[src/rtl/timer_pkg.sv]
// ============================================================================
// Module : timer_pkg
// Brief  : Shared constants and types for the timer APB register block.
// Rev    : 1.0  initial release
// ============================================================================
`default_nettype none

package timer_pkg;

  localparam logic [7:0] ADDR_TDR  = 8'h00;
  localparam logic [7:0] ADDR_TCR  = 8'h01;
  localparam logic [7:0] ADDR_TSR  = 8'h02;
  localparam logic [7:0] ADDR_TIER = 8'h03;
  localparam logic [7:0] ADDR_TCNT = 8'h04;

  localparam int TCR_LOAD    = 7;
  localparam int TCR_EN      = 5;
  localparam int TCR_DIR     = 4;
  localparam int TCR_CKS_LSB = 0;

  localparam int TSR_OVF = 0;
  localparam int TSR_UDF = 1;

  localparam int TIER_OVF_IE = 0;
  localparam int TIER_UDF_IE = 1;

  typedef enum logic [1:0] {
    CLK_2  = 2'b00,
    CLK_4  = 2'b01,
    CLK_8  = 2'b10,
    CLK_16 = 2'b11
  } cks_e;

  typedef enum logic [1:0] {
    IDLE   = 2'd0,
    SETUP  = 2'd1,
    ACCESS = 2'd2
  } apb_state_e;

  // Readback image of TCR: LOAD and reserved bits always read as zero.
  function automatic logic [7:0] tcr_pack(input logic en, input logic dir, input cks_e cks);
    logic [7:0] r;
    r = '0;
    r[TCR_EN]               = en;
    r[TCR_DIR]              = dir;
    r[TCR_CKS_LSB +: 2]     = cks;
    return r;
  endfunction

endpackage

`default_nettype wire

[src/rtl/timer_apb_regs_apb_fsm.sv]
// ============================================================================
// Module : apb_fsm
// Brief  : APB completer handshake: pready, commit strobe, optional wait state
//          (enabled by TMR_WAIT_STATE_EN).
// Rev    : 1.0  initial release
// ============================================================================
`default_nettype none

module apb_fsm
  import timer_pkg::*;
(
  input  logic pclk,
  input  logic preset,
  input  logic psel,
  input  logic penable,
  output logic pready,
  output logic commit
);

`ifdef TMR_WAIT_STATE_EN
  localparam logic WAIT_EN = 1'b1;
`else
  localparam logic WAIT_EN = 1'b0;
`endif

  apb_state_e state_q, state_d;

  always_ff @(posedge pclk) begin
    if (preset) begin
      state_q <= IDLE;
    end else begin
      state_q <= state_d;
    end
  end

  // state_q holds the phase reached at the last edge, so the access phase is
  // recognised combinationally and pready can rise in its first cycle.
  always_comb begin
    state_d = IDLE;
    pready  = 1'b0;
    commit  = 1'b0;
    case (state_q)
      IDLE: begin
        if (psel && !penable) state_d = SETUP;
      end
      SETUP, ACCESS: begin
        if (psel && !penable) begin
          state_d = SETUP;
        end else if (psel && penable) begin
          pready  = !WAIT_EN || (state_q == ACCESS);
          commit  = pready;
          state_d = pready ? IDLE : ACCESS;
        end
      end
      default: state_d = IDLE;
    endcase
  end

endmodule

`default_nettype wire

[src/rtl/timer_apb_regs.sv]
// ============================================================================
// Module : timer_apb_regs
// Brief  : Timer register block (TDR/TCR/TSR/TIER/TCNT) behind an APB completer.
//          Optional one-wait-state bus timing via TMR_WAIT_STATE_EN.
// Rev    : 1.0  initial release
// ============================================================================
`default_nettype none

module timer_apb_regs
  import timer_pkg::*;
#(
  parameter int ADDR_W = 8,
  parameter int DATA_W = 8
) (
  input  logic              pclk,
  input  logic              preset,
  input  logic              psel,
  input  logic              penable,
  input  logic              pwrite,
  input  logic [ADDR_W-1:0] paddr,
  input  logic [DATA_W-1:0] pwdata,
  output logic [DATA_W-1:0] prdata,
  output logic              pready,
  output logic              pslverr,
  input  logic [7:0]        cnt_in,
  input  logic              ovf_evt,
  input  logic              udf_evt,
  output logic [7:0]        tdr_o,
  output logic              load_o,
  output logic              cnt_en_o,
  output logic              dir_o,
  output logic [1:0]        cks_o,
  output logic              irq_o
);

  logic       commit;
  logic       addr_err;
  logic       wr_en;
  logic [7:0] rd_data;
  logic [1:0] tsr_clr;
  logic [1:0] evt_vec;

  logic [7:0] tdr_q,  tdr_d;
  logic       en_q,   en_d;
  logic       dir_q,  dir_d;
  cks_e       cks_q,  cks_d;
  logic       load_q, load_d;
  logic [1:0] tsr_q,  tsr_d;
  logic [1:0] tier_q, tier_d;
  logic       irq_q,  irq_d;

  apb_fsm u_apb_fsm (
    .pclk    (pclk),
    .preset  (preset),
    .psel    (psel),
    .penable (penable),
    .pready  (pready),
    .commit  (commit)
  );

  always_comb begin
    addr_err = (paddr > ADDR_W'(ADDR_TCNT)) || (pwrite && (paddr == ADDR_W'(ADDR_TCNT)));
    wr_en    = commit && pwrite && !addr_err;

    rd_data = '0;
    case (paddr)
      ADDR_W'(ADDR_TDR):  rd_data = tdr_q;
      ADDR_W'(ADDR_TCR):  rd_data = tcr_pack(en_q, dir_q, cks_q);
      ADDR_W'(ADDR_TSR):  rd_data = {6'b0, tsr_q};
      ADDR_W'(ADDR_TIER): rd_data = {6'b0, tier_q};
      ADDR_W'(ADDR_TCNT): rd_data = cnt_in;
      default:            rd_data = '0;
    endcase

    prdata  = (pready && !pwrite && !addr_err) ? DATA_W'(rd_data) : '0;
    pslverr = pready && addr_err;
  end

  always_comb begin
    tdr_d   = tdr_q;
    en_d    = en_q;
    dir_d   = dir_q;
    cks_d   = cks_q;
    tier_d  = tier_q;
    load_d  = 1'b0;
    tsr_clr = '0;
    evt_vec = '0;

    if (wr_en) begin
      case (paddr)
        ADDR_W'(ADDR_TDR): tdr_d = pwdata[7:0];
        ADDR_W'(ADDR_TCR): begin
          en_d   = pwdata[TCR_EN];
          dir_d  = pwdata[TCR_DIR];
          cks_d  = cks_e'(pwdata[TCR_CKS_LSB +: 2]);
          load_d = pwdata[TCR_LOAD];
        end
        ADDR_W'(ADDR_TSR): begin
          tsr_clr[TSR_OVF] = pwdata[TSR_OVF];
          tsr_clr[TSR_UDF] = pwdata[TSR_UDF];
        end
        ADDR_W'(ADDR_TIER): begin
          tier_d[TIER_OVF_IE] = pwdata[TIER_OVF_IE];
          tier_d[TIER_UDF_IE] = pwdata[TIER_UDF_IE];
        end
        default: ;
      endcase
    end

    // A counter event in the same cycle as its W1C clear leaves the bit set.
    evt_vec[TSR_OVF] = ovf_evt;
    evt_vec[TSR_UDF] = udf_evt;
    tsr_d = (tsr_q & ~tsr_clr) | evt_vec;
    irq_d = |(tsr_q & tier_q);
  end

  always_ff @(posedge pclk) begin
    if (preset) begin
      tdr_q  <= '0;
      en_q   <= 1'b0;
      dir_q  <= 1'b0;
      cks_q  <= CLK_2;
      load_q <= 1'b0;
      tsr_q  <= '0;
      tier_q <= '0;
      irq_q  <= 1'b0;
    end else begin
      tdr_q  <= tdr_d;
      en_q   <= en_d;
      dir_q  <= dir_d;
      cks_q  <= cks_d;
      load_q <= load_d;
      tsr_q  <= tsr_d;
      tier_q <= tier_d;
      irq_q  <= irq_d;
    end
  end

  assign tdr_o    = tdr_q;
  assign load_o   = load_q;
  assign cnt_en_o = en_q;
  assign dir_o    = dir_q;
  assign cks_o    = cks_q;
  assign irq_o    = irq_q;

endmodule

`default_nettype wire
[config.mk]
export PLATFORM = sky130hd
export DESIGN_NAME = timer_apb_regs
export DESIGN_NICKNAME = d
export VERILOG_FILES = /design/src/rtl/timer_pkg.sv /design/src/rtl/timer_apb_regs_apb_fsm.sv /design/src/rtl/timer_apb_regs.sv
export SDC_FILE = /design/constraint.sdc
export NUM_CORES = 1
export LEC_CHECK = 0
export BUFFER_PORTS_ARGS = -buffer_cell sky130_fd_sc_hd__buf_2
export CORE_UTILIZATION = 41
export DETAILED_ROUTE_END_ITERATION = 12
export GPL_TIMING_DRIVEN = 0
export PLACE_DENSITY = 0.76
export SETUP_SLACK_MARGIN = 0.02
export SLEW_MARGIN = 40
export SYNTH_ARGS = -nofsm -noshare
export SYNTH_HDL_FRONTEND = slang
export SYNTH_SLANG_ARGS = --single-unit
[constraint.sdc]
create_clock -name pclk -period 1.3 [get_ports pclk]
set_clock_uncertainty 0.15 [all_clocks]
set_input_delay 0.195 -clock pclk [delete_from_list [all_inputs] [get_ports pclk]]
set_output_delay 0.195 -clock pclk [all_outputs]
set_load 0.03 [all_outputs]
==> results of run 1 <==
through the flow:
| step | area [µm²] | hold slack [ps] |
|---|---|---|
| 6_report | 1780 | 1.11 |
| 5_1_grt | 1780 | 11.4 |
| 4_1_cts | 1750 | 0.0196 |
| 3_5_place_dp | 1470 | 245 |
| 3_3_place_gp | 1470 | 239 |
| 2_1_floorplan | 1160 | 121 |
final timing paths:
check                             from   endpoint  slack (ps)  cells past startpoint
hold / removal               pwdata[3]   tdr_o[3]           1                      3
setup reg to reg  u_apb_fsm.state_q[0]   tdr_o[1]        -210                      6
hold reg to reg               tdr_o[4]   tdr_o[4]         340                      2
setup / recovery  u_apb_fsm.state_q[0]  prdata[5]        -470                      5
area by class of cell:
class	instances	area, µm²	area share
flip-flops and latches	19	385	0.217
inverters	4	15.0	0.00844
clock inverters	1	5.00	0.00281
repair buffers	64	443	0.249
multi-input cells	87	807	0.454
plain buffers	7	62.6	0.0352
well taps	30	37.5	0.0211
clock buffers	3	22.5	0.0127
synthesized netlist by cell type, drive strengths merged:
cell | number | area, µm²
nand2b | 23 | 144
mux2i | 22 | 220
dfxtp | 19 | 380
nor2 | 8 | 30.0
buf | 5 | 36.3
and3 | 4 | 27.5
inv | 4 | 15.0
clkbuf | 3 | 21.3
nor3 | 3 | 15.0
a21oi | 2 | 10.0
a2bb2oi | 2 | 17.5
a311oi | 2 | 17.5
a32oi | 2 | 17.5
and4b | 2 | 20.0
mux2 | 2 | 22.5
nand3 | 2 | 10.0
nor4bb | 2 | 20.0
or3 | 2 | 12.5
a22oi | 1 | 7.51
a31oi | 1 | 6.26
and3b | 1 | 8.76
nand4b | 1 | 8.76
nor2b | 1 | 6.26
nor3b | 1 | 7.51
nor4 | 1 | 21.3
nor4b | 1 | 8.76
o21ai | 1 | 5.00
repair_timing:
| item | in CTS | in global routing |
|---|---|---|
| endpoints found under the setup margin | 27 | 27 |
| hold buffers | 5 | 0 |
| setup buffers | 6 | 1 |
| hold endpoints to repair | 4 | 0 |
| resized for setup | 40 | 12 |
| pin swaps | 13 | 3 |
kinds of logic (layout without fill, tap and decap cells):
family	Yosys count	in the layout	synth area share
AND/OR/NAND/NOR	52	52	0.305
flip-flops	19	19	0.340
AO/OA/AOI/OAI	11	11	0.0728
multiplexers	24	24	0.217
buffers and inverters	12	79	0.0649
layer usage:
layer  vias to the layer above  wire length [µm]
li1                        556                 -
met1                       530              1330
met2                        43              1720
met3                         6               145
met4                         0                65
met5                         -                 0
state kept, by name, summed over array words and instances (netlist names):
| signal | cells |
|---|---|
| load_o | 1 |
| u_apb_fsm.state_q | 1 |
| dir_o | 1 |
| irq_o | 1 |
| tdr_o | 8 |
| cnt_en_o | 1 |
| tier_q | 2 |
| tsr_q | 2 |
| cks_o | 2 |
critical path, cell delays in order (launching register included):
cell and delay, ps:
dfxtp_2 340, and4b_2 230, nand4b_1 120, buf_6 170, nor3_4 120, buf_6 150
power breakdown:
group,switching [mW],leakage (nW),internal (mW),total [mW]
Sequential,0.00436,0.155,0.589,0.593
Clock,0.182,0.0177,0.115,0.296
Combinational,0.0987,0.603,0.107,0.206
==> out/metrics.cfg, run 1 <==
[run_status]
status = finished with violations
violations = setup timing

[final_layout]
syn_to_final_growth_pct = 59.1
final_nets = 217
n_fill_cell = 202
drive_gt1_frac = 0.514
final_cell_mix = buf_2 (43), nand2b_1 (23), mux2i_1 (22)
antenna_cells = 0
layout_commonest_cell = buf_2
final_util = 0.705
final_cells = 215

[cts]
cts.sinks = 19
clkLatencyLatePin_ps = 300
cts_tree = done
cts-root-buf = clkbuf_4
cts.clk_slew.worst_paths_ps = 110
cts_max_path_buffers = 2
htreeDepth = 1
cts_buffers = 3

[logic_synthesis]
synth_area_um2 = 1120
seq_area_frac_synth = 0.340
ys_ff_latch = 19
syn_nets = 149
synth.avg_cell_area_um2 = 9.47
ys_types = 31
yosys_warnings = 0
synthCells = 118

[sta]
setup_tns_ps = -6190
fin_crit_ps = 1770
fin_ws_ps = -472
tightest_slew_ps = 436
timing.final.max_slew_violations = 0
finalSetupViolations = 26
fin_crit_sh = 1.36
relSlewSlack = 0.710
rsz0062_at_grt = true
fmax_mhz = 564
report.final.hold_viol_count = 0

[route]
wl_per_cell_um = 15.2
via_per_inst = 5.28
totalWireLength_um = 3260
ant_nets = 0
drtIter0Drc = 8
drtPass1Iterations = 4
vias = 1135
post-route-drc-count = 0

[global_route]
gr-total-overflow = 0
grt_max_degree = 12
met3_usage = 0.0311
grt.busiest_layer = met2
grt_usage = 0.247
grt_pass1_wl_um = 5050
antenna_found_initial = 0
groute.layer.met2.usage = 0.453
grt_pass1_vias = 1150
use_met1 = 0.275

[setup_path]
crit_path_end_kind = primary output
cp-start-kind = register
worstPathRequired_ps = 950
criticalPathCategory = register to primary output
crit_fanout = 4
crit_arrival_ps = 1430

[placed_design]
place_congestion = 0.745
dp_hpwl_um = 2250
dp.cells = 201
numPortBuffers = 53
dp_worst_setup_slack_ps = -631

[floorplanning]
ios = 55
num_rows = 18
die_area_um2 = 2940
dieHeight_um = 54.2
die_w_um = 54.2
coreArea_um2 = 2520
start_util = 0.443

[pwr]
power-per-cell-area_nw_per_um2 = 616
peakVddDrop_mv = 0.511
leakage_nw = 0.775
p_total_mw = 1.10

[min_path]
hold_path.class = input port to register

[flow_run]
drv_cap = 0

Note: power is estimated with default switching activity, not from simulation.
==> run 2: changes to the inputs <==
Settings changed: BUFFER_PORTS_ARGS -buffer_cell sky130_fd_sc_hd__buf_2 to default, CORE_MARGIN from default to 2, CORE_UTILIZATION 41 to 50, DONT_BUFFER_PORTS from default to 1, PLACE_DENSITY 0.76 to 0.68, SLEW_MARGIN 40 to 30.
==> run 2 against run 1 <==
The flow finishes with violations (hold timing, setup timing); count of clock-buffer cells in the layout is 1 higher; fmax down 4.9%; routed wire length shrank 9.2%.
==> out/metrics.cfg, run 2 (synthesized netlist as in run 1, its figures left out) <==
[run_status]
status = finished with violations
violations = hold timing, setup timing

[setup_path]
crit_path_end_kind = primary output
crit_path_top_delay_cell = nor3_4
reg2reg_slack_ps = -200  ; about the same
regToRegStartpoint = u_apb_fsm.state_q[0]
worstPathRequired_ps = 950  ; about the same
startpoint = u_apb_fsm.state_q[0]
crit_fanout = 4  ; unchanged
crit_arrival_ps = 1520  ; +90 ps
r2r_cells = 6  ; unchanged
setup.worst_path.end = prdata[4]
cp_cell_sequence = and4b_2 -> nand4b_1 -> buf_6 -> nor3_4
max_stage_delay_ps = 350  ; about the same
critPathTopFamily = simple AND/OR/NAND/NOR gates
crit_buf_inv = 1  ; -1
path_depth = 4  ; -1
cp-start-kind = register
criticalPathCategory = register to primary output
rr_endpoint = load_o

[route]
wl_per_cell_um = 17.5  ; +15%
via_per_inst = 5.67  ; +7.5%
totalWireLength_um = 2960  ; -9.2%
drtPass1Iterations = 5  ; +1
vias = 959  ; -16%
drtIter0Drc = 8  ; unchanged
post-route-drc-count = 0  ; unchanged
ant_nets = 0  ; unchanged

[placed_design]
dp_hpwl_um = 2000  ; -11%
place_congestion = 0.746  ; +0.19%
dp.cells = 146  ; -27%
numPortBuffers = 0  ; -100%

[sta]
rsz0062_at_grt = true
fin_ws_ps = -564  ; -92.2 ps
hold_ws_ps = -11.2  ; -12.3 ps
fin_crit_ps = 1860  ; +92.2 ps
report.final.hold_viol_count = 2  ; +2
timing.final.max_slew_violations = 0  ; unchanged
finalSetupViolations = 26  ; unchanged
fmax_mhz = 537  ; -4.9%
tightest_slew_ps = 717  ; +282 ps
fin_crit_sh = 1.43  ; +0.0710
relSlewSlack = 0.519  ; -0.190

[cts]
cts.sinks = 19  ; unchanged
cts_tree = done
cts.clk_slew.worst_paths_ps = 100  ; about the same
htreeDepth = 1  ; unchanged
cts_max_path_buffers = 2  ; unchanged
cts-root-buf = clkbuf_4
clkLatencyLatePin_ps = 290  ; about the same
cts_buffers = 3  ; unchanged

[final_layout]
final_nets = 173  ; -20%
largest_reg_flops = 8  ; unchanged
layout_commonest_cell = nand2b_1
final_cell_mix = nand2b_1 (23), mux2i_1 (22), dlygate4sd3_1 (14)
final_cells = 169  ; -21%
syn_to_final_growth_pct = 34.6
antenna_cells = 0  ; unchanged
drive_gt1_frac = 0.291  ; -0.223
n_fill_cell = 171  ; -15%

[floorplanning]
die_w_um = 51.3  ; -5.4%
dieHeight_um = 51.3  ; -5.4%
num_rows = 17  ; -1
start_util = 0.515  ; +0.0720
coreArea_um2 = 2170  ; -14%
die_area_um2 = 2630  ; -11%
ios = 55  ; unchanged

[pwr]
leakage_nw = 0.547  ; -29%
power-per-cell-area_nw_per_um2 = 693  ; +12%
peakVddDrop_mv = 0.520  ; +1.7%

[global_route]
grt_max_degree = 11  ; -1
grt_pass1_vias = 966  ; -16%
grt_usage = 0.230  ; -0.0177
grt_pass1_wl_um = 4530  ; -10%
gr-total-overflow = 0  ; unchanged
antenna_found_initial = 0  ; unchanged

[flow_run]
drv_cap = 0  ; unchanged

[min_path]
hold_path.class = input port to register

[run 2: worst min path at each step]
stage	from	endpoint	slack [ps]	cells after the start
4_1_cts	pwdata[1]	tdr_o[1]	1	2
5_1_grt	pwdata[1]	tdr_o[1]	8	2
3_3_place_gp	penable	u_apb_fsm.state_q[0]	120	1
3_5_place_dp	penable	u_apb_fsm.state_q[0]	120	1
6_report	pwdata[1]	cks_o[1]	-10	2
2_1_floorplan	penable	u_apb_fsm.state_q[0]	120	1
[run 2: layer usage]
layer / GRT usage / routed length (µm)
met5: 0 / 0
met2: 0.407 / 1440
met4: 0.0702 / 30
met3: 0.0556 / 208
met1: 0.273 / 1280
[run 2: worst register-to-register path, cell delays in order, from the launching register on]
cell and delay [ps]:
dfxtp_2 330, and4b_2 220, buf_4 150, buf_6 110
and3_1 170, buf_6 140, and3b_1 150
[run 2: what timing repair did]
item,CTS,global route
resized for setup,25,3
setup endpoints to repair,25,26
gates cloned,0,0
pin swaps,10,4
setup buffers,4,1
endpoints found under the hold margin,15,1
hold buffers,13,1
[run 2: report_power, final]
part | leakage [nW] | switching [mW] | internal (mW) | total [mW]
Sequential | 0.157 | 0.00487 | 0.583 | 0.588
Combinational | 0.375 | 0.0752 | 0.0850 | 0.160
Clock | 0.0150 | 0.174 | 0.120 | 0.294
[run 2: per-stage QoR]
| step | instance area, µm² | power (mW) | setup TNS [ps] | setup WS (ps) | utilization |
|---|---|---|---|---|---|
| 2_1_floorplan | 1160 | 0.695 | -2340 | -339 | - |
| 3_3_place_gp | 1200 | 0.710 | -4640 | -546 | 0.552 |
| 3_5_place_dp | 1200 | 0.713 | -4860 | -542 | 0.552 |
| 4_1_cts | 1470 | 1.04 | -6870 | -582 | 0.677 |
| 5_1_grt | 1500 | 1.08 | -8930 | -638 | 0.693 |
| 6_report | 1500 | 1.04 | -7210 | -564 | 0.693 |
[run 2: final cells by class]
cell class	count	area, µm²	area share
timing repair buffer	19	189	0.126
multi-input combinational	87	781	0.519
buffer	8	65.1	0.0433
inverter	4	15.0	0.00998
tap	28	35.0	0.0233
clock buffer	4	26.3	0.0175
sequential	19	393	0.261
==> run 3: changes to the inputs <==
Settings changed: PLACE_DENSITY 0.68 to default, PLACE_DENSITY_LB_ADDON from default to 0.12.
==> run 3 against run 2 <==
Critical path type unchanged; sequential power about the same; the run ends with setup timing left; cell count is 0.59% lower; via count rose by 1.4%.
==> out/metrics.cfg, run 3 (synthesized netlist as in run 1, its figures left out) <==
[run_status]
status = finished with violations
violations = setup timing

[pwr]
power-per-cell-area_nw_per_um2 = 722  ; +4.2%
peakVddDrop_mv = 0.656  ; +26%
leakage_nw = 0.541  ; -1.0%

[setup_path]
criticalPathCategory = register to primary output
critPathTopFamily = simple AND/OR/NAND/NOR gates
cp_cell_sequence = and4b_2 -> nand4b_1 -> buf_6 -> nor3_4
path_depth = 4  ; unchanged
max_stage_delay_ps = 340  ; about the same
r2r_cells = 7  ; +1
crit_buf_inv = 1  ; unchanged
crit_path_top_delay_cell = dfxtp_2
crit_arrival_ps = 1550  ; +30 ps
crit_path_end_kind = primary output
crit_fanout = 2  ; -2
cp-start-kind = register
worstPathRequired_ps = 950  ; about the same

[final_layout]
final_nets = 172  ; -0.58%
final_cell_mix = nand2b_1 (23), mux2i_1 (22), dfxtp_1 (14)
largest_reg_flops = 8  ; unchanged
layout_commonest_cell = nand2b_1
final_cells = 168  ; -0.59%
syn_to_final_growth_pct = 30.9
drive_gt1_frac = 0.279  ; -0.0122
antenna_cells = 0  ; unchanged

[floorplanning]
num_rows = 17  ; unchanged
ios = 55  ; unchanged
die_w_um = 51.3  ; unchanged
die_area_um2 = 2630  ; unchanged
coreArea_um2 = 2170  ; unchanged
start_util = 0.515  ; unchanged
dieHeight_um = 51.3  ; unchanged

[sta]
fin_ws_ps = -594  ; -30.0 ps
relSlewSlack = 0.487  ; -0.0321
fin_crit_ps = 1890  ; +30.0 ps
timing.final.max_slew_violations = 0  ; unchanged
setup_tns_ps = -9580  ; -2370 ps
rsz0062_at_grt = true
report.final.hold_viol_count = 0  ; -2
fmax_mhz = 528  ; -1.6%
finalSetupViolations = 26  ; unchanged
fin_crit_sh = 1.46  ; +0.0231
tightest_slew_ps = 765  ; +48.0 ps

[placed_design]
dp.cells = 146  ; unchanged
dp_worst_setup_slack_ps = -548  ; -6.83 ps
numPortBuffers = 0  ; unchanged
dp_hpwl_um = 2020  ; +1.1%
place_congestion = 0.792  ; +6.1%

[min_path]
hold_path.class = input port to register
hold_depth = 2  ; unchanged

[cts]
cts.clk_slew.worst_paths_ps = 110  ; about the same
cts_max_path_buffers = 2  ; unchanged
clkLatencyLatePin_ps = 310  ; +20 ps
cts_tree = done
htreeDepth = 1  ; unchanged
cts_buffers = 3  ; unchanged
cts-root-buf = clkbuf_4
cts.sinks = 19  ; unchanged

[global_route]
grt_usage = 0.250  ; +0.0200
grt_pass1_wl_um = 4820  ; +6.4%
antenna_found_initial = 0  ; unchanged
grt_max_degree = 12  ; +1
gr-total-overflow = 0  ; unchanged
grt_pass1_vias = 1022  ; +5.8%

[route]
via_per_inst = 5.79  ; +2.0%
ant_nets = 0  ; unchanged
post-route-drc-count = 0  ; unchanged
totalWireLength_um = 2840  ; -4.0%
drtPass1Iterations = 4  ; -1
wl_per_cell_um = 16.9  ; -3.4%
vias = 972  ; +1.4%
drtIter0Drc = 8  ; unchanged

[flow_run]
drv_cap = 0  ; unchanged

## run 3: layer usage
layer | track usage | share of wire | vias up
li1 | - | - | 464
met1 | 0.277 | 0.40 | 467
met2 | 0.446 | 0.51 | 36
met3 | 0.0585 | 0.071 | 5
met4 | 0.118 | 0.020 | 0
met5 | 0 | 0 | -
## run 3: where the power goes
group,internal (mW),switching (mW)
clock network,0.115,0.197
registers,0.586,0.00485
logic,0.0817,0.0715
total,0.782,0.273
## run 3: cell type report
| cell class | count | area [µm²] |
|---|---|---|
| inverters | 4 | 15.0 |
| flip-flops and latches | 19 | 389 |
| clock buffers | 3 | 22.5 |
| plain buffers | 8 | 61.3 |
| clock inverters | 1 | 5.00 |
| multi-input cells | 87 | 763 |
| repair buffers | 18 | 171 |
| fillers | 187 | 707 |
| well taps | 28 | 35.0 |
## run 3: path summary, 6_finish.rpt
path                                           start         to  slack (ps)
worst min register to register             tier_q[0]  tier_q[0]         350
worst max register to register  u_apb_fsm.state_q[0]     load_o        -340
worst max-delay path            u_apb_fsm.state_q[0]  prdata[4]        -590
worst min-delay path                          preset      irq_o         120
## run 3: timing repair
| action | in CTS | in global routing |
|---|---|---|
| setup buffers | 5 | 0 |
| endpoints found under the hold margin | 18 | 0 |
| setup endpoints to repair | 25 | 27 |
| pin swaps | 10 | 2 |
| resized for setup | 18 | 2 |
| hold buffers | 13 | 0 |
## run 3: stage by stage
step / hold slack, ps / power (mW) / area (µm²) / utilization
after floorplan: 121 / 0.695 / 1160 / -
after global placement: 122 / 0.710 / 1200 / 0.552
after detailed placement: 127 / 0.714 / 1200 / 0.552
after CTS: 105 / 1.06 / 1450 / 0.668
after global routing: 129 / 1.10 / 1460 / 0.674
final: 121 / 1.06 / 1460 / 0.674
